`src/rtl/xc3_clk_seq.sv`:
```
`timescale 1ns / 1ps
`default_nettype none
// ============================================================================
// Module   : xc3_clk_seq
// Brief    : Two-stage DCM bring-up sequencer. Holds the stage-1 DCM in
//            reset, waits for a stable lock, then repeats for the stage-2
//            DCMs, and finally releases the SYS, VIDEO and UART domain resets
//            one cycle apart. Loss of lock or a lock timeout either retries
//            the affected stage or parks the block in FAULT.
// Config   : XC3_CLK_SEQ_AUTORETRY_EN - when defined, timeouts and loss of
//            lock in RUN retry the affected stage; when undefined, they go
//            straight to FAULT and the retry counter stays at zero.
// Revision : 1.0 - initial release
// ============================================================================
module xc3_clk_seq #(
  parameter int RST_HOLD_CYC     = 16,
  parameter int LOCK_STABLE_CYC  = 1024,
  parameter int LOCK_TIMEOUT_CYC = 65535
) (
  input  logic       I_CLK50M,
  input  logic       I_RESET_N,
  input  logic       I_LOCK90M,
  input  logic       I_LOCK28M636,
  input  logic       I_LOCK32M,
  input  logic       I_LOCK24M,
  output logic       O_DCM1_RESET,
  output logic       O_DCM2_RESET,
  output logic       O_RST_SYS_N,
  output logic       O_RST_VIDEO_N,
  output logic       O_RST_UART_N,
  output logic       O_READY,
  output logic       O_FAULT,
  output logic [2:0] O_STATE,
  output logic [3:0] O_RETRY_CNT
);

`ifdef XC3_CLK_SEQ_AUTORETRY_EN
  localparam bit c_AUTORETRY = 1'b1;
`else
  localparam bit c_AUTORETRY = 1'b0;
`endif

  // The phase counter times both the DCM reset hold and the three-step
  // release, so it needs at least two bits even for very short holds.
  localparam int c_HOLD_W = (RST_HOLD_CYC > 3) ? $clog2(RST_HOLD_CYC) : 2;
  localparam int c_STB_W  = (LOCK_STABLE_CYC > 1) ? $clog2(LOCK_STABLE_CYC) : 1;
  localparam int c_TMO_W  = (LOCK_TIMEOUT_CYC > 1) ? $clog2(LOCK_TIMEOUT_CYC) : 1;

  localparam logic [c_HOLD_W-1:0] c_HOLD_LAST = c_HOLD_W'(RST_HOLD_CYC - 1);
  localparam logic [c_HOLD_W-1:0] c_REL_VID   = c_HOLD_W'(1);
  localparam logic [c_HOLD_W-1:0] c_REL_UART  = c_HOLD_W'(2);
  localparam logic [c_STB_W-1:0]  c_STB_LAST  = c_STB_W'(LOCK_STABLE_CYC - 1);
  localparam logic [c_TMO_W-1:0]  c_TMO_LAST  = c_TMO_W'(LOCK_TIMEOUT_CYC - 1);
  localparam logic [3:0]          c_RETRY_MAX = 4'hF;

  typedef enum logic [2:0] {
    ST_RST1  = 3'd0,
    ST_WAIT1 = 3'd1,
    ST_RST2  = 3'd2,
    ST_WAIT2 = 3'd3,
    ST_REL   = 3'd4,
    ST_RUN   = 3'd5,
    ST_FAULT = 3'd6
  } state_t;

  // Lock bit order in the synchronizer: {lock90, lock28m636, lock32m, lock24m}
  logic [3:0]          r_sync1;
  logic [3:0]          r_sync2;
  state_t              r_state;
  state_t              w_state_nxt;
  logic [c_HOLD_W-1:0] r_cnt;
  logic [c_HOLD_W-1:0] w_cnt_nxt;
  logic [c_STB_W-1:0]  r_stb;
  logic [c_STB_W-1:0]  w_stb_nxt;
  logic [c_TMO_W-1:0]  r_tmo;
  logic [c_TMO_W-1:0]  w_tmo_nxt;
  logic [3:0]          r_retry;
  logic [3:0]          w_retry_nxt;
  logic [3:0]          w_retry_inc;
  logic                w_lock90;
  logic                w_lock_all;

  assign w_lock90    = r_sync2[3];
  assign w_lock_all  = &r_sync2;
  assign w_retry_inc = (r_retry == c_RETRY_MAX) ? c_RETRY_MAX : r_retry + 4'd1;

  assign O_STATE     = r_state;
  assign O_RETRY_CNT = r_retry;

  // Two-flop synchronizer for the asynchronous DCM lock indications.
  always_ff @(posedge I_CLK50M) begin
    if (!I_RESET_N) begin
      r_sync1 <= 4'b0000;
      r_sync2 <= 4'b0000;
    end else begin
      r_sync1 <= {I_LOCK90M, I_LOCK28M636, I_LOCK32M, I_LOCK24M};
      r_sync2 <= r_sync1;
    end
  end

  // State register together with the phase, stability, timeout and retry counters.
  always_ff @(posedge I_CLK50M) begin
    if (!I_RESET_N) begin
      r_state <= ST_RST1;
      r_cnt   <= '0;
      r_stb   <= '0;
      r_tmo   <= '0;
      r_retry <= 4'd0;
    end else begin
      r_state <= w_state_nxt;
      r_cnt   <= w_cnt_nxt;
      r_stb   <= w_stb_nxt;
      r_tmo   <= w_tmo_nxt;
      r_retry <= w_retry_nxt;
    end
  end

  // Next-state, counter-update and output decode. Domain resets and READY in
  // RUN follow the synchronized locks directly so a loss of lock pulls them
  // low in the very cycle it is seen, before the state has moved.
  always_comb begin
    w_state_nxt   = r_state;
    w_cnt_nxt     = r_cnt;
    w_stb_nxt     = '0;
    w_tmo_nxt     = '0;
    w_retry_nxt   = r_retry;
    O_DCM1_RESET  = 1'b0;
    O_DCM2_RESET  = 1'b0;
    O_RST_SYS_N   = 1'b0;
    O_RST_VIDEO_N = 1'b0;
    O_RST_UART_N  = 1'b0;
    O_READY       = 1'b0;
    O_FAULT       = 1'b0;

    case (r_state)
      ST_RST1: begin
        O_DCM1_RESET = 1'b1;
        O_DCM2_RESET = 1'b1;
        if (r_cnt == c_HOLD_LAST) begin
          w_state_nxt = ST_WAIT1;
        end else begin
          w_cnt_nxt = r_cnt + 1'b1;
        end
      end

      ST_WAIT1: begin
        O_DCM2_RESET = 1'b1;
        w_stb_nxt    = w_lock90 ? r_stb + 1'b1 : '0;
        w_tmo_nxt    = r_tmo + 1'b1;
        if (w_lock90 && (r_stb == c_STB_LAST)) begin
          w_state_nxt = ST_RST2;
        end else if (r_tmo == c_TMO_LAST) begin
          if (c_AUTORETRY) begin
            w_retry_nxt = w_retry_inc;
            w_state_nxt = (w_retry_inc == c_RETRY_MAX) ? ST_FAULT : ST_RST1;
          end else begin
            w_state_nxt = ST_FAULT;
          end
        end
      end

      ST_RST2: begin
        O_DCM2_RESET = 1'b1;
        if (r_cnt == c_HOLD_LAST) begin
          w_state_nxt = ST_WAIT2;
        end else begin
          w_cnt_nxt = r_cnt + 1'b1;
        end
      end

      ST_WAIT2: begin
        w_stb_nxt = w_lock_all ? r_stb + 1'b1 : '0;
        w_tmo_nxt = r_tmo + 1'b1;
        // Losing the stage-1 lock invalidates every stage-2 DCM, so the whole
        // chain restarts; this is not a timeout and does not count as a retry.
        if (!w_lock90) begin
          w_state_nxt = ST_RST1;
        end else if (w_lock_all && (r_stb == c_STB_LAST)) begin
          w_state_nxt = ST_REL;
        end else if (r_tmo == c_TMO_LAST) begin
          if (c_AUTORETRY) begin
            w_retry_nxt = w_retry_inc;
            w_state_nxt = (w_retry_inc == c_RETRY_MAX) ? ST_FAULT : ST_RST2;
          end else begin
            w_state_nxt = ST_FAULT;
          end
        end
      end

      ST_REL: begin
        O_RST_SYS_N   = 1'b1;
        O_RST_VIDEO_N = (r_cnt >= c_REL_VID);
        O_RST_UART_N  = (r_cnt >= c_REL_UART);
        if (r_cnt == c_REL_UART) begin
          w_state_nxt = ST_RUN;
          w_retry_nxt = 4'd0;
        end else begin
          w_cnt_nxt = r_cnt + 1'b1;
        end
      end

      ST_RUN: begin
        O_RST_SYS_N   = w_lock_all;
        O_RST_VIDEO_N = w_lock_all;
        O_RST_UART_N  = w_lock_all;
        O_READY       = w_lock_all;
        if (!w_lock_all) begin
          if (c_AUTORETRY) begin
            // lock90 loss wins over any simultaneous stage-2 loss
            w_state_nxt = w_lock90 ? ST_RST2 : ST_RST1;
          end else begin
            w_state_nxt = ST_FAULT;
          end
        end
      end

      ST_FAULT: begin
        O_DCM1_RESET = 1'b1;
        O_DCM2_RESET = 1'b1;
        O_FAULT      = 1'b1;
      end

      default: begin
        O_DCM1_RESET = 1'b1;
        O_DCM2_RESET = 1'b1;
        w_state_nxt  = ST_RST1;
      end
    endcase

    // Every state entry starts the phase, stability and timeout counts afresh.
    if (w_state_nxt != r_state) begin
      w_cnt_nxt = '0;
      w_stb_nxt = '0;
      w_tmo_nxt = '0;
    end
  end

endmodule
`default_nettype wire
```
`config.mk`:
```
export PLATFORM = sky130hd
export DESIGN_NAME = xc3_clk_seq
export DESIGN_NICKNAME = d
export VERILOG_FILES = /design/src/rtl/xc3_clk_seq.sv
export SDC_FILE = /design/constraint.sdc
export NUM_CORES = 1
export LEC_CHECK = 0
export BUFFER_PORTS_ARGS = -buffer_cell sky130_fd_sc_hd__buf_2
export CORE_MARGIN = 2
export CORE_UTILIZATION = 60
export CTS_BUF_LIST = sky130_fd_sc_hd__clkbuf_16
export CTS_CLUSTER_SIZE = 28
export DETAILED_ROUTE_END_ITERATION = 7
export PLACE_DENSITY = 0.81
export SLEW_MARGIN = 20
export SYNTH_ARGS = -nofsm -noshare
export SYNTH_HDL_FRONTEND = slang
export SYNTH_SLANG_ARGS = --single-unit
```
`constraint.sdc`:
```
create_clock -name I_CLK50M -period 4.3 [get_ports I_CLK50M]
set_clock_uncertainty 0.1 [all_clocks]
set_input_delay 0.86 -clock I_CLK50M [delete_from_list [all_inputs] [get_ports I_CLK50M]]
set_output_delay 0.86 -clock I_CLK50M [all_outputs]
set_load 0.05 [all_outputs]
```
==> results.sh <==
export IMPL_die_x_um=60.82
export IMPL_cts_buffer_depth=2
export IMPL_top_usage_layer="met2"
export IMPL_setup_viol=0
export IMPL_syn_area_um2=1937
export IMPL_grt_util_met1=0.2357
export IMPL_drive_gt1_frac=0.1239
export IMPL_antenna_cells=0
export IMPL_tightest_slew_ns=1.022
export IMPL_track_usage=0.2108
export IMPL_grt_remaining_overflow=0
export IMPL_p_int_mw=0.6059
export IMPL_critPathCaptureType="output pin"
export IMPL_cts_resized=0
export IMPL_vias=1494
export IMPL_fin_util=0.7025
export IMPL_numPortBuffers=15
export IMPL_grtUsageMet3=0.07036
export IMPL_ant_nets=0
export IMPL_die_y_um=60.82
export IMPL_yosys_warnings=0
export IMPL_yosysTopAreaCellShare=0.4238
export IMPL_syn_area_per_cell_um2=8.885
export IMPL_max_freq_mhz=357.2
export IMPL_min_path_type="reg2reg"
export IMPL_hold_path_depth=1
export IMPL_hold_viol_final=0
export IMPL_dr_first_iter_drc_count=88
export IMPL_layout_commonest_cell="dfxtp_1"
export IMPL_pwr_share_comb=0.036
export IMPL_wl_per_cell_um=11.97
export IMPL_rows=20
export IMPL_cp_max_fo=14
export IMPL_total_leakage_power_nw=0.7699
export IMPL_synth_cells=218
export IMPL_io_pins=20
export IMPL_power_mw=0.7633
export IMPL_cts_tree="done"
export IMPL_drv_slew=0
export IMPL_ys_types=40
export IMPL_synth_top_area_cell="dfxtp_1"
export IMPL_rsz0062_at_grt="no"
export IMPL_critPathKind="reg2out"
export IMPL_dieArea_um2=3698
export IMPL_ir_worst_vdd_mv=0.2593
export IMPL_grt_util_met2=0.3717
export IMPL_final_cell_mix="dfxtp_1, nor2_1, nand2_1"
export IMPL_clk_latency_ns=0.28
export IMPL_ctsHoldBuffers=0
export IMPL_grt_max_degree=27
export IMPL_grt_pass1_wl_mm=5.678
export IMPL_numClockSinks=41
export IMPL_p_seq_frac=0.512
export IMPL_p_per_area_nw_per_um2=355.9
export IMPL_grt_pass1_vias=1357
export IMPL_timing_final_crit_share=0.6511
export IMPL_critPathLaunchType="flip-flop"
export IMPL_root_buffer="clkbuf_16"
export IMPL_fin_tns_setup_ns=0
export IMPL_relSlewSlack=0.3167
export IMPL_fin_nets=246
export IMPL_place_hpwl_mm=2.332
export IMPL_ys_seq_area_frac=0.4238
export IMPL_drc=0
export IMPL_cp_required_ns=3.34
export IMPL_coreArea_um2=3053
export IMPL_clk_pin_slew_ns=0.06
export IMPL_clockPowerShare=0.452
export IMPL_post_cts_buffers=0
export IMPL_r2r_cells=6
export IMPL_htree_levels=2
export IMPL_status="completed"
export IMPL_p_sw_mw=0.1574
export IMPL_antenna_found_initial=0
export IMPL_critPathSlowestCell="dfxtp_1"
export IMPL_initial_utilization=0.6344
export IMPL_cp_data_arrival_time_ns=1.84
export IMPL_crit_chain="or3b_2 > o21ai_0 > buf_2"
export IMPL_area_delta_synth_final_pct=10.72
export IMPL_wl_mm=3.327
export IMPL_cts_buffers=5
export IMPL_max_stage_delay_ns=0.58
export IMPL_gp_congestion=0.8221
export IMPL_dr_pass1_iters=4
export IMPL_vias_per_cell=5.374
export IMPL_swShare=0.2062
export IMPL_finalCriticalPeriod_ns=2.800
export IMPL_ys_top_cells_by_area="dfxtp_1, xnor2_1, xor2_1, nor2_1, ha_1"
export IMPL_maxCapViolCount=0
export IMPL_ys_ff_latch=41
## power groups by stage
stage | logic [mW] | clock network (mW) | registers [mW]
6_report | 0.0274 | 0.345 | 0.391
2_1_floorplan | 0.0250 | 0 | 0.398
3_5_place_dp | 0.0274 | 0 | 0.399
4_1_cts | 0.0276 | 0.353 | 0.391
3_3_place_gp | 0.0269 | 0 | 0.399
5_1_grt | 0.0316 | 0.373 | 0.391
## routing by layer
layer,wire length [um],share of wire
met5,0,0
met1,1560,0.47
met4,57,0.017
met2,1602,0.48
met3,107,0.032
## logic make-up after synthesis
| group | after synthesis | share of synthesized area |
|---|---|---|
| flip-flops | 41 | 0.4238 |
| adder cells (fa/ha/maj) | 7 | 0.04522 |
| AO/OA/AOI/OAI | 19 | 0.06976 |
| AND/OR/NAND/NOR | 108 | 0.2952 |
| other | 1 | 0.001936 |
| XOR/XNOR | 25 | 0.1130 |
| buffers and inverters | 17 | 0.05103 |
## registers in the layout (all words and copies together), names as in the netlist
signal	cells
r_sync1	4
r_tmo	16
r_cnt	4
r_sync2	4
r_stb	10
O_STATE	3
## synth_stat cells
master    count
dfxtp_1      41
nor2_1       24
nand2_1      17
nor3_1       15
xnor2_1      14
nand3_1      13
xor2_1       11
and2_1        9
nand4_1       8
ha_1          7
inv_1         7
buf_4         6
and3_1        5
a211oi_1      4
a21oi_1       3
o21ai_0       3
a31oi_1       2
buf_2         2
nand2b_1      2
nor2b_1       2
nor4_1        2
nor4b_1       2
o21a_1        2
a2bb2o_1      1
a311oi_1      1
a41oi_1       1
and3_2        1
clkbuf_1      1
clkbuf_8      1
conb_1        1
nand3_2       1
nor3_2        1
nor3b_1       1
nor4b_2       1
o211ai_2      1
o31ai_1       1
or3_1         1
or3b_1        1
or3b_2        1
or4_4         1
## worst max-delay path: cells and delay by family (launching register included)
kind	cells	cell delay [ns]
compound gates	1	0.17
buf+inv	1	0.28
flops	1	0.58
simple gates	1	0.52
## metrics by stage
stage	cell area [um^2]	hold slack (ns)	cells	setup WS [ns]
floorplan	1948	0.3119	221	1.029
finish	2145	0.3318	278	1.500
CTS	2145	0.3300	278	1.495
global placement	2006	0.3156	270	1.811
detailed placement	2006	0.3169	270	1.765
global route	2145	0.3625	278	1.403
## layout make-up
type	count	area, um^2
inverter	7	26.28
multi-input combinational	163	1028
sequential	41	820.8
clock buffer	5	125.1
fill	234	908.4
timing repair buffer	15	75.07
clock inverter	3	13.76
tap	44	55.05
## final timing paths
kind | from | end | slack [ns]
worst max register to register | r_stb[0]$_SDFF_PP0_ | r_stb[6]$_SDFF_PP0_ | 1.72
worst min register to register | r_sync1[3]$_SDFF_PN0_ | r_sync2[3]$_SDFF_PN0_ | 0.33
worst min-delay path | r_sync1[3]$_SDFF_PN0_ | r_sync2[3]$_SDFF_PN0_ | 0.33
worst max-delay path | O_STATE[2]$_SDFF_PN0_ | O_RST_VIDEO_N | 1.50
Note: power is estimated with default switching activity, not from simulation.
